===== src/rtl/serial_adder.sv =====
// -----------------------------------------------------------------------------
// serial_adder
// Bit-serial adder: one full-adder cell with a registered carry processes the
// two operands LSB-first, one bit per clock. The WIDTH-bit sum and the
// carry-out are published together once every bit has been processed.
//
// Ports
//   clk    : clock, all state updates on the rising edge
//   rst_n  : synchronous active-low reset
//   start  : begin an addition (accepted only in IDLE or DONE)
//   a, b   : WIDTH-bit operands, captured on the accepting edge
//   cin    : carry-in, captured on the accepting edge
//   busy   : high while bits are being processed
//   done   : one-cycle pulse, sum/cout have just been updated
//   sum    : registered result, held until the next result
//   cout   : registered final carry, held until the next result
// -----------------------------------------------------------------------------
module serial_adder #(
    parameter int unsigned WIDTH = 8
) (
    input  logic             clk,
    input  logic             rst_n,
    input  logic             start,
    input  logic [WIDTH-1:0] a,
    input  logic [WIDTH-1:0] b,
    input  logic             cin,
    output logic             busy,
    output logic             done,
    output logic [WIDTH-1:0] sum,
    output logic             cout
);

    // Counter must hold WIDTH without wrapping.
    localparam int unsigned       CNT_W    = $clog2(WIDTH + 1);
    localparam logic [CNT_W-1:0]  LAST_BIT = CNT_W'(WIDTH - 1);

    typedef enum logic [1:0] {
        S_IDLE  = 2'd0,
        S_SHIFT = 2'd1,
        S_DONE  = 2'd2
    } state_e;

    state_e           state_q,   state_d;
    logic [WIDTH-1:0] shift_a_q, shift_a_d;
    logic [WIDTH-1:0] shift_b_q, shift_b_d;
    logic [WIDTH-1:0] res_q,     res_d;
    logic             carry_q,   carry_d;
    logic [CNT_W-1:0] count_q,   count_d;
    logic [WIDTH-1:0] sum_q,     sum_d;
    logic             cout_q,    cout_d;
    logic             busy_q,    busy_d;
    logic             done_q,    done_d;

    // Full-adder cell on the current LSBs and the stored carry.
    logic             bit_s_c;
    logic             bit_c_c;
    logic [WIDTH-1:0] res_shift_c;

    always_comb begin
        bit_s_c = shift_a_q[0] ^ shift_b_q[0] ^ carry_q;
        bit_c_c = (shift_a_q[0] & shift_b_q[0])
                | (shift_a_q[0] & carry_q)
                | (shift_b_q[0] & carry_q);
    end

    // Result register fills from the MSB end so the LSB ends up at bit 0.
    always_comb begin
        res_shift_c            = res_q >> 1;
        res_shift_c[WIDTH-1]   = bit_s_c;
    end

    // Next-state and datapath control.
    always_comb begin
        state_d   = state_q;
        shift_a_d = shift_a_q;
        shift_b_d = shift_b_q;
        res_d     = res_q;
        carry_d   = carry_q;
        count_d   = count_q;
        sum_d     = sum_q;
        cout_d    = cout_q;
        busy_d    = 1'b0;
        done_d    = 1'b0;

        case (state_q)
            S_IDLE, S_DONE: begin
                if (start) begin
                    shift_a_d = a;
                    shift_b_d = b;
                    carry_d   = cin;
                    res_d     = '0;
                    count_d   = '0;
                    busy_d    = 1'b1;
                    state_d   = S_SHIFT;
                end else begin
                    state_d   = S_IDLE;
                end
            end

            S_SHIFT: begin
                shift_a_d = shift_a_q >> 1;
                shift_b_d = shift_b_q >> 1;
                carry_d   = bit_c_c;
                res_d     = res_shift_c;
                count_d   = count_q + CNT_W'(1);
                busy_d    = 1'b1;
                // Last bit: publish the complete result and carry together.
                if (count_q == LAST_BIT) begin
                    sum_d   = res_shift_c;
                    cout_d  = bit_c_c;
                    busy_d  = 1'b0;
                    done_d  = 1'b1;
                    state_d = S_DONE;
                end
            end

            default: begin
                state_d = S_IDLE;
            end
        endcase
    end

    // State and datapath registers with synchronous reset.
    always_ff @(posedge clk) begin
        if (!rst_n) begin
            state_q   <= S_IDLE;
            shift_a_q <= '0;
            shift_b_q <= '0;
            res_q     <= '0;
            carry_q   <= 1'b0;
            count_q   <= '0;
            sum_q     <= '0;
            cout_q    <= 1'b0;
            busy_q    <= 1'b0;
            done_q    <= 1'b0;
        end else begin
            state_q   <= state_d;
            shift_a_q <= shift_a_d;
            shift_b_q <= shift_b_d;
            res_q     <= res_d;
            carry_q   <= carry_d;
            count_q   <= count_d;
            sum_q     <= sum_d;
            cout_q    <= cout_d;
            busy_q    <= busy_d;
            done_q    <= done_d;
        end
    end

    assign busy = busy_q;
    assign done = done_q;
    assign sum  = sum_q;
    assign cout = cout_q;

endmodule


===== config.mk =====
export PLATFORM = sky130hd
export DESIGN_NAME = serial_adder
export DESIGN_NICKNAME = d
export VERILOG_FILES = /design/src/rtl/serial_adder.sv
export SDC_FILE = /design/constraint.sdc
export NUM_CORES = 1
export LEC_CHECK = 0
export ABC_AREA = 1
export CAP_MARGIN = 20
export CORE_ASPECT_RATIO = 0.9
export CORE_UTILIZATION = 50
export CTS_CLUSTER_SIZE = 25
export DETAILED_ROUTE_END_ITERATION = 10
export DONT_BUFFER_PORTS = 1
export PLACE_DENSITY = 0.68
export SKIP_CTS_REPAIR_TIMING = 1
export SYNTH_ARGS = -nofsm -noshare
export SYNTH_HDL_FRONTEND = slang
export SYNTH_SLANG_ARGS = --single-unit

===== constraint.sdc =====
create_clock -name clk -period 1.3 [get_ports clk]
set_input_delay 0.26 -clock clk [delete_from_list [all_inputs] [get_ports clk]]
set_output_delay 0.26 -clock clk [all_outputs]
set_load 0.01 [all_outputs]

* Yosys cells after proc, flatten, opt, wreduce, memory -nomap -nowiden
Cells that the tools add are included.
** Storage, ports and cells
- Bits in registers :: 42
- Output and inout port bits :: 11
- Word-level logic and storage cells :: 46
** Operators by class
- Add/subtract/negate cells :: 1
- Eq/ne operators :: 5
- Mux-type cells :: 17
- Bitwise gates (word level) :: 7
- Reduce and logical (&&, ||, !) cells :: 6
** Operators with widths (count)
- $pmux 8 s2 :: 3
- $mux 8 :: 3
- $pmux 4 s2 :: 1
- $reduce_and 2->1 :: 3
- $mux 1 :: 5
- $add 4x1->4 const B :: 1
- $eq 4x3->1 const B :: 1
- $mux 4 :: 1
- $ne 2x2->1 const B :: 2
- $pmux 1 s2 :: 2
- $pmux 2 s2 :: 1
- $and 1x1->1 :: 3
- $eq 2x1->1 const B :: 1
- $eq 2x2->1 const B :: 1
- $logic_not 2->1 :: 1
- $mux 2 :: 1
- $or 1x1->1 :: 2
- $reduce_bool 2->1 :: 1
- $reduce_or 2->1 :: 1
- $xor 1x1->1 :: 2

* Longest topological paths before layout
Gate-level depths: netlist of run 1.
- Word-level depth :: 4
- Mapped depth :: 7

* Worst setup path before layout of run 1
Ideal clock, no wire load.
- Kind :: flip-flop to flip-flop
- From :: reg count_q[0]
- To :: reg cout_q (netlist: cout)
- Setup time :: 114 ps
- Arrival time :: 1011 ps
- Required time :: 1186 ps
- Path slack :: 175 ps
- Cell stages (with the launch flop) :: 7
- Buffers on the path :: 0
- Period minus slack after synthesis :: 1125 ps
- Cell sequence :: dfxtp_1 ha_1 nand2_1 nor2_1 nand2_2 nand3_1 nand2_1
** On the way
- Longest elaborated chain between the ends :: 2
** RTL lines
- start, declared :: RTL line 48 : logic [CNT_W-1:0] count_q, count_d;
- start signal, assigned :: RTL line 142 : count_q <= count_d;
- $eq 4x3->1 :: RTL line 108 : if (count_q == LAST_BIT) begin
- $reduce_and 2->1 (no line)
- end signal, assigned :: RTL line 144 : cout_q <= cout_d;
- end, declared :: RTL line 50 : logic cout_q, cout_d;
No other way between the ends.
A chain may end at the register's enable or synchronous reset.

* Final worst setup path of run 1
- From :: reg count_q[0]
- To :: reg sum_q[2] (netlist: sum[2])
** On the way
- Longest elaborated chain between the ends :: 2
** RTL lines
- $eq 4x3->1 :: RTL line 108
- $reduce_and 2->1 (no line)
- end signal, assigned :: RTL line 143 : sum_q <= sum_d;
- end, declared :: RTL line 49 : logic [WIDTH-1:0] sum_q, sum_d;
No other way between the ends.

==> results of run 1 <==
[cells in the final DEF, fill, tap and decap left out]
cell type,netlist,layout
nor2_4,1,3
a21oi_2,10,10
nor2_8,1,1
ha_2,0,1
nand3_2,9,10
buf_12,2,2
a21oi_1,19,19
clkbuf_1,3,1
nand2_1,39,39
clkinv_4,0,1
inv_1,20,20
dfxtp_1,41,39
o21ai_0,2,2
bufinv_16,0,1
inv_2,1,1
dfxtp_2,0,2
buf_4,3,7
nand2_2,2,3
inv_4,1,1
nor2_1,11,10
nand2_4,2,2
nand3_1,67,66
fa_1,1,1
clkbuf_8,0,5
[kinds of logic (layout without fill, tap and decap cells)]
logic type	after synthesis	count (layout)	share of synthesized area, %
AND/OR/NAND/NOR	132	134	34.61
flip-flops	41	41	41.81
AO/OA/AOI/OAI	31	31	9.815
adder cells (fa/ha/maj)	2	2	1.657
buffers and inverters	40	39	12.11
[worst register-to-register path, delay by kind of cell, from the launching register on]
| kind | cells | cell delay, ns |
|---|---|---|
| adder cells (fa/ha/maj) | 1 | 0.21 |
| AND/OR/NAND/NOR | 5 | 0.54 |
| flip-flops | 1 | 0.37 |
[flip-flops by register name, indices dropped and copies added (netlist names), 2 cells and up]
register	count
shift_a_q	8
shift_b_q	8
sum	8
res_q	7
count_q	4
state_q	2
[layout make-up]
type                    count  area share, %
multi-input cells         167          44.48
flip-flops and latches     41          39.07
repair buffers              9          4.394
inverters                  22          4.038
clock buffers               6          3.444
well taps                  46          2.732
clock inverters             2          1.841
[per-stage QoR]
stage	setup TNS (ns)	worst slack, ns
detailed placement	0	0.02906
global placement	0	0.07872
finish	0	0.08006
global route	-0.01647	-0.007963
floorplan	0	0.1754
CTS	0	0.01871
[path summary, 6_finish.rpt]
path	endpoint	start	slack, ns
max	sum[2]$_SDFFE_PN0P_	count_q[0]$_SDFFE_PN0P_	0.08
min	sum[0]$_SDFFE_PN0P_	rst_n	0.08
max reg2reg	sum[2]$_SDFFE_PN0P_	count_q[0]$_SDFFE_PN0P_	0.08
min reg2reg	count_q[0]$_SDFFE_PN0P_	count_q[0]$_SDFFE_PN0P_	0.47
[layer usage]
metal / GRT usage (%) / up-vias
met4: 7.143 / 0
met1: 29.12 / 723
met3: 6.481 / 7
li1: - / 813
met2: 29.69 / 34
met5: 0 / -
[power by group through the flow]
| stage | Sequential (uW) | Combinational, uW | Clock (uW) |
|---|---|---|---|
| 2_1_floorplan | 1360 | 274 | 0 |
| 3_3_place_gp | 1370 | 281 | 0 |
| 3_5_place_dp | 1370 | 283 | 0 |
| 4_1_cts | 1340 | 284 | 1060 |
| 5_1_grt | 1350 | 319 | 1110 |
| 6_report | 1340 | 286 | 1040 |
==> run_results.csv, run 1 <==
group,metric,value,unit
final_layout,area_delta_synth_final,7.329,%
worst_setup_path,cp.depth,6,
sta,finalHoldViolCount,0,
worst_setup_path,worstPathRequired,1.50,ns
logic_synthesis,syn-num-nets,268,
clock_tree,cts_sinks,41,
pwr,power.density,1266,nW/um2
floorplan,die_w,68.05,um
clock_tree,htreeDepth,2,
final_layout,final_core_util,56.47,%
logic_synthesis,ys_seq_elements,41,
final_layout,drive_gt1_share,20.24,%
pwr,p_leak,0.0008381,uW
logic_synthesis,ys_types,23,
place,dpl.cell_count,283,
clock_tree,cts_buffers,5,
grt,antenna_found_initial,0,
sta,worst_slew_pin_slew,0.3779,ns
route,wl_met2,1.802,mm
worst_setup_path,crit_buf_inv,0,
worst_setup_path,worst_path_largest_cell_delay,0.37,ns
floorplan,ios,31,
logic_synthesis,syn_inst,246,
grt,grt_pass1_vias,1338,
clock_tree,cts-root-buf,"clkbuf_8",
pwr,pwr-share-clk,39.0,%
logic_synthesis,synthTopCellsByArea,"dfxtp_1 (42%), nand3_1 (17%), nand2_1 (7.5%), a21oi_1 (4.8%), nand3_2 (4.6%)",
worst_setup_path,crit_slowest_cell,"dfxtp_2",
sta,min_period,1.220,ns
final_layout,fin_cells,293,
logic_synthesis,post-synth-top-count-cell,"nand3_1",
clock_tree,clock_path_buffers,2,
route,highest_layer,"met4",
pwr,p_int,1989,uW
place,placed_area,1961,um2
worst_setup_path,crit_path_start_kind,"register",
final_layout,n_antenna_cell,0,
logic_synthesis,syn_avg_cell_area,7.980,um2
pwr,ir_worst_vdd,0.0005014,V
floorplan,die_y,61.45,um
place,port_buffers,0,
clock_tree,clk_latency,0.30,ns
place,gp_congestion,0.8352,
final_layout,layout.nets,268,
route,postRouteWirelength,4.071,mm
logic_synthesis,synth-edff-count,0,
min_path,worstHoldPathCells,2,
sta,max_slew_margin,74.79,%
route,wl_per_cell,13.89,um
route,first_iter_violations,149,
sta,timing.fmax,819.7,MHz
pwr,switching_power,679.7,uW
route,dr.pass1.iters,4,
route,via_per_inst,5.382,
sta,slew_violations,0,
final_layout,multi_input_area,937.1,um2
floorplan,rows,21,
floorplan,dieArea,4181,um2
worst_setup_path,critical_path.cell_chain,"ha_2 -> nand2_1 -> nor2_4 -> nand2_2 -> nand3_1 -> nand2_1",
grt,grt_max_degree,30,
worst_setup_path,cp-end-kind,"register",
outcome,run_status,"completed",
pwr,power_frac_seq,50.2,%
pwr,combPwrFrac,10.7,%
grt,overflow,0,
pwr,switching_share,25.47,%
logic_synthesis,synth_top_area_share,41.81,%
logic_synthesis,yosysSeqAreaShare,41.81,%
worst_setup_path,cp_data_arrival_time,1.42,ns
clock_tree,clk_pin_slew,0.08,ns
min_path,worstHoldPathType,"input pin to register",
route,met1_length,1.985,mm
worst_setup_path,setup.worst_path.class,"register to register",
final_layout,seqCellArea,823.3,um2
logic_synthesis,synth_top_area_cell,"dfxtp_1",
logic_synthesis,syn-cell-area,1963,um2
route,drc,0,
flow_run,drv_cap,0,
final_layout,n_fill_cell,352,
logic_synthesis,yosys-top-cells-count,"nand3_1 (67), dfxtp_1 (41), nand2_1 (39), inv_1 (20), a21oi_1 (19)",
worst_setup_path,cp_common_cell,"nand2_1",
worst_setup_path,crit_family,"simple AND/OR/NAND/NOR gates",
sta,post-route-period-util,93.84,%
logic_synthesis,synth_ff_type,"dfxtp_1",
floorplan,core,3731,um2
final_layout,finalInstanceArea,2107,um2
grt,grt_pass1_wl,6.348,mm
worst_setup_path,worstRegToRegCells,6,
place,place_hpwl,2.544,mm
route,drtAntennaViolNets,0,
floorplan,start_util,52.62,%
logic_synthesis,synthArstFlopShare,0,%
sta,setup_viol,0,
sta,worst_hold_slack,0.07956,ns
clock_tree,cts_tree,"done",
grt,grt_usage,20.70,%
sta,finClkSkew,0.006229,ns
pwr,finalPower,2668,uW
logic_synthesis,yosysWarningCount,0,
worst_setup_path,cp_max_fo,5,
route,dr_wl_met3,229,um
route,dr_total_vias,1577,
(Power assumes the default switching activity.)
==> run 2: changes to the inputs <==
- GPL_TIMING_DRIVEN: default -> 0
==> run 2 against run 1 <==
  * Register-to-register slack lost 0.02 ns
  * Power grew 8.9%
  * Flip-flop and latch count is the same
  * Clock-buffer cell count shrank 1
  * Die area is the same
  * Critical path depth is the same
  * Critical endpoint is now sum[3]$_SDFFE_PN0P_
==> run_results.csv, run 2 (synthesis gave the netlist of run 1 again) <==
group,metric,value,unit
pwr,switching_power,702.3,uW
pwr,pwr-share-clk,42.0,%
final_layout,n_antenna_cell,0,
sta,timing.fmax,807.3,MHz
grt,grt_pass1_wl,6.644,mm
pwr,combPwrFrac,12.0,%
floorplan,die_y,61.45,um
final_layout,seqCellArea,825.8,um2
floorplan,start_util,52.62,%
sta,worst_slew_pin_slew,0.5481,ns
final_layout,layout.nets,278,
final_layout,drive_gt1_share,22.18,%
worst_setup_path,timing.rr.start,"count_q[0]$_SDFFE_PN0P_",
sta,setup_viol,0,
place,dpl.cell_count,292,
grt,grt_usage,21.87,%
floorplan,die_w,68.05,um
place,gp_congestion,0.7979,
route,drtAntennaViolNets,0,
worst_setup_path,cp_common_cell,"nand2_1",
clock_tree,cts_buffers,5,
worst_setup_path,critical_path.cell_chain,"ha_2 -> nand2_1 -> nor2_4 -> nand2_2 -> nand3_1 -> nand2_1",
floorplan,dieArea,4181,um2
route,first_iter_violations,74,
flow_run,drv_cap,0,
clock_tree,htreeDepth,2,
worst_setup_path,cp-end-kind,"register",
place,pre_cts_slack,0.005330,ns
pwr,power_frac_seq,46.0,%
worst_setup_path,crit_start,"count_q[0]$_SDFFE_PN0P_",
worst_setup_path,cp_max_fo,5,
min_path,worstHoldPathType,"input pin to register",
sta,finClkSkew,0.006294,ns
worst_setup_path,worstPathRequired,1.50,ns
pwr,finalPower,2907,uW
grt,overflow,0,
final_layout,multi_input_area,925.9,um2
pwr,ir_worst_vdd,0.0006365,V
worst_setup_path,crit_slowest_cell,"dfxtp_4",
route,drc,0,
final_layout,n_fill_cell,364,
clock_tree,cts-root-buf,"clkbuf_8",
pwr,power.density,1324,nW/um2
grt,antenna_found_initial,0,
clock_tree,clk_latency,0.30,ns
clock_tree,cts_tree,"done",
final_layout,area_delta_synth_final,11.85,%
sta,min_period,1.239,ns
floorplan,core,3731,um2
route,postRouteWirelength,4.244,mm
route,via_per_inst,5.327,
floorplan,ios,31,
place,place_hpwl,2.904,mm
pwr,switching_share,24.16,%
grt,grt_pass1_vias,1463,
min_path,hp-start,"a[7]",
worst_setup_path,crit_path_start_kind,"register",
sta,finalHoldViolCount,0,
sta,max_slew_margin,63.46,%
clock_tree,cts_sinks,41,
sta,fin_ws,0.06135,ns
floorplan,rows,21,
outcome,run_status,"completed",
final_layout,layout_common_cells,"nand3_1 (67), nand2_1 (39), dfxtp_1 (39)",
sta,post-route-period-util,95.28,%
final_layout,final_common_cell,"nand3_1",
sta,slew_violations,0,
route,dr.pass1.iters,4,
pwr,p_int,2205,uW
worst_setup_path,setup.worst_path.class,"register to register",
route,dr_total_vias,1614,
final_layout,fin_cells,303,
place,port_buffers,0,
pwr,p_leak,0.0009026,uW
grt,grt_max_degree,14,
worst_setup_path,worst_path_largest_cell_delay,0.38,ns
route,wl_per_cell,14.01,um
clock_tree,clock_path_buffers,2,
clock_tree,clk_pin_slew,0.08,ns
worst_setup_path,cp_data_arrival_time,1.44,ns
## run 2: changes by cell type in the layout (fill, tap and decap cells not counted), moves of 2 or more
cell,delta
buf_2,+6
buf_6,+3
buf_4,-2
clkbuf_1,+2
## run 2: final timing paths
check / slack (ns) / cells past startpoint / end
hold reg to reg: 0.45 / 1 / count_q[0]$_SDFFE_PN0P_
hold / removal: 0.10 / 2 / shift_a_q[7]$_SDFFE_PN0P_
setup reg to reg: 0.06 / 6 / sum[3]$_SDFFE_PN0P_
setup / recovery: 0.06 / 6 / sum[3]$_SDFFE_PN0P_
## run 2: power groups by stage
| stage | clock (uW) | combinational (uW) | sequential [uW] |
|---|---|---|---|
| 4_1_cts | 1240 | 340 | 1340 |
| 2_1_floorplan | 0 | 274 | 1360 |
| 3_3_place_gp | 0 | 333 | 1360 |
| 5_1_grt | 1280 | 388 | 1340 |
| 6_report | 1220 | 348 | 1340 |
| 3_5_place_dp | 0 | 338 | 1370 |
## run 2: cell type report
class	instances	area share [%]
clock inverters	3	2.963
clock buffers	5	3.134
inverters	22	3.875
well taps	46	2.621
plain buffers	18	6.952
multi-input cells	166	42.17
flip-flops and latches	41	37.61
repair buffers	2	0.6838
## run 2: worst max-delay path, delay by kind of cell (launching register included)
| kind | cells | cell delay [ns] |
|---|---|---|
| adder cells (fa/ha/maj) | 1 | 0.19 |
| flip-flops | 1 | 0.38 |
| AND/OR/NAND/NOR | 5 | 0.58 |
## run 2: through the flow
| stage | cell area (um2) | hold slack (ns) | TNS, ns | utilization [%] |
|---|---|---|---|---|
| floorplan | 1963 | 0.4189 | 0 | - |
| finish | 2196 | 0.1018 | 0 | 58.85 |
| detailed placement | 2021 | 0.4263 | 0 | 54.16 |
| global route | 2196 | 0.1099 | -0.02570 | 58.85 |
| global placement | 2021 | 0.4228 | -0.03580 | 54.16 |
| CTS | 2155 | 0.1024 | -0.1048 | 57.75 |
## run 2: layer usage
metal	routed length (um)	share of wire [%]	global-route usage [%]	vias to the layer above
met2	1885	44	32.91	33
met4	59	1.4	9.226	0
met1	2084	49	29.91	739
met5	0	0	0	-
li1	-	-	-	836
met3	215	5.1	5.185	6
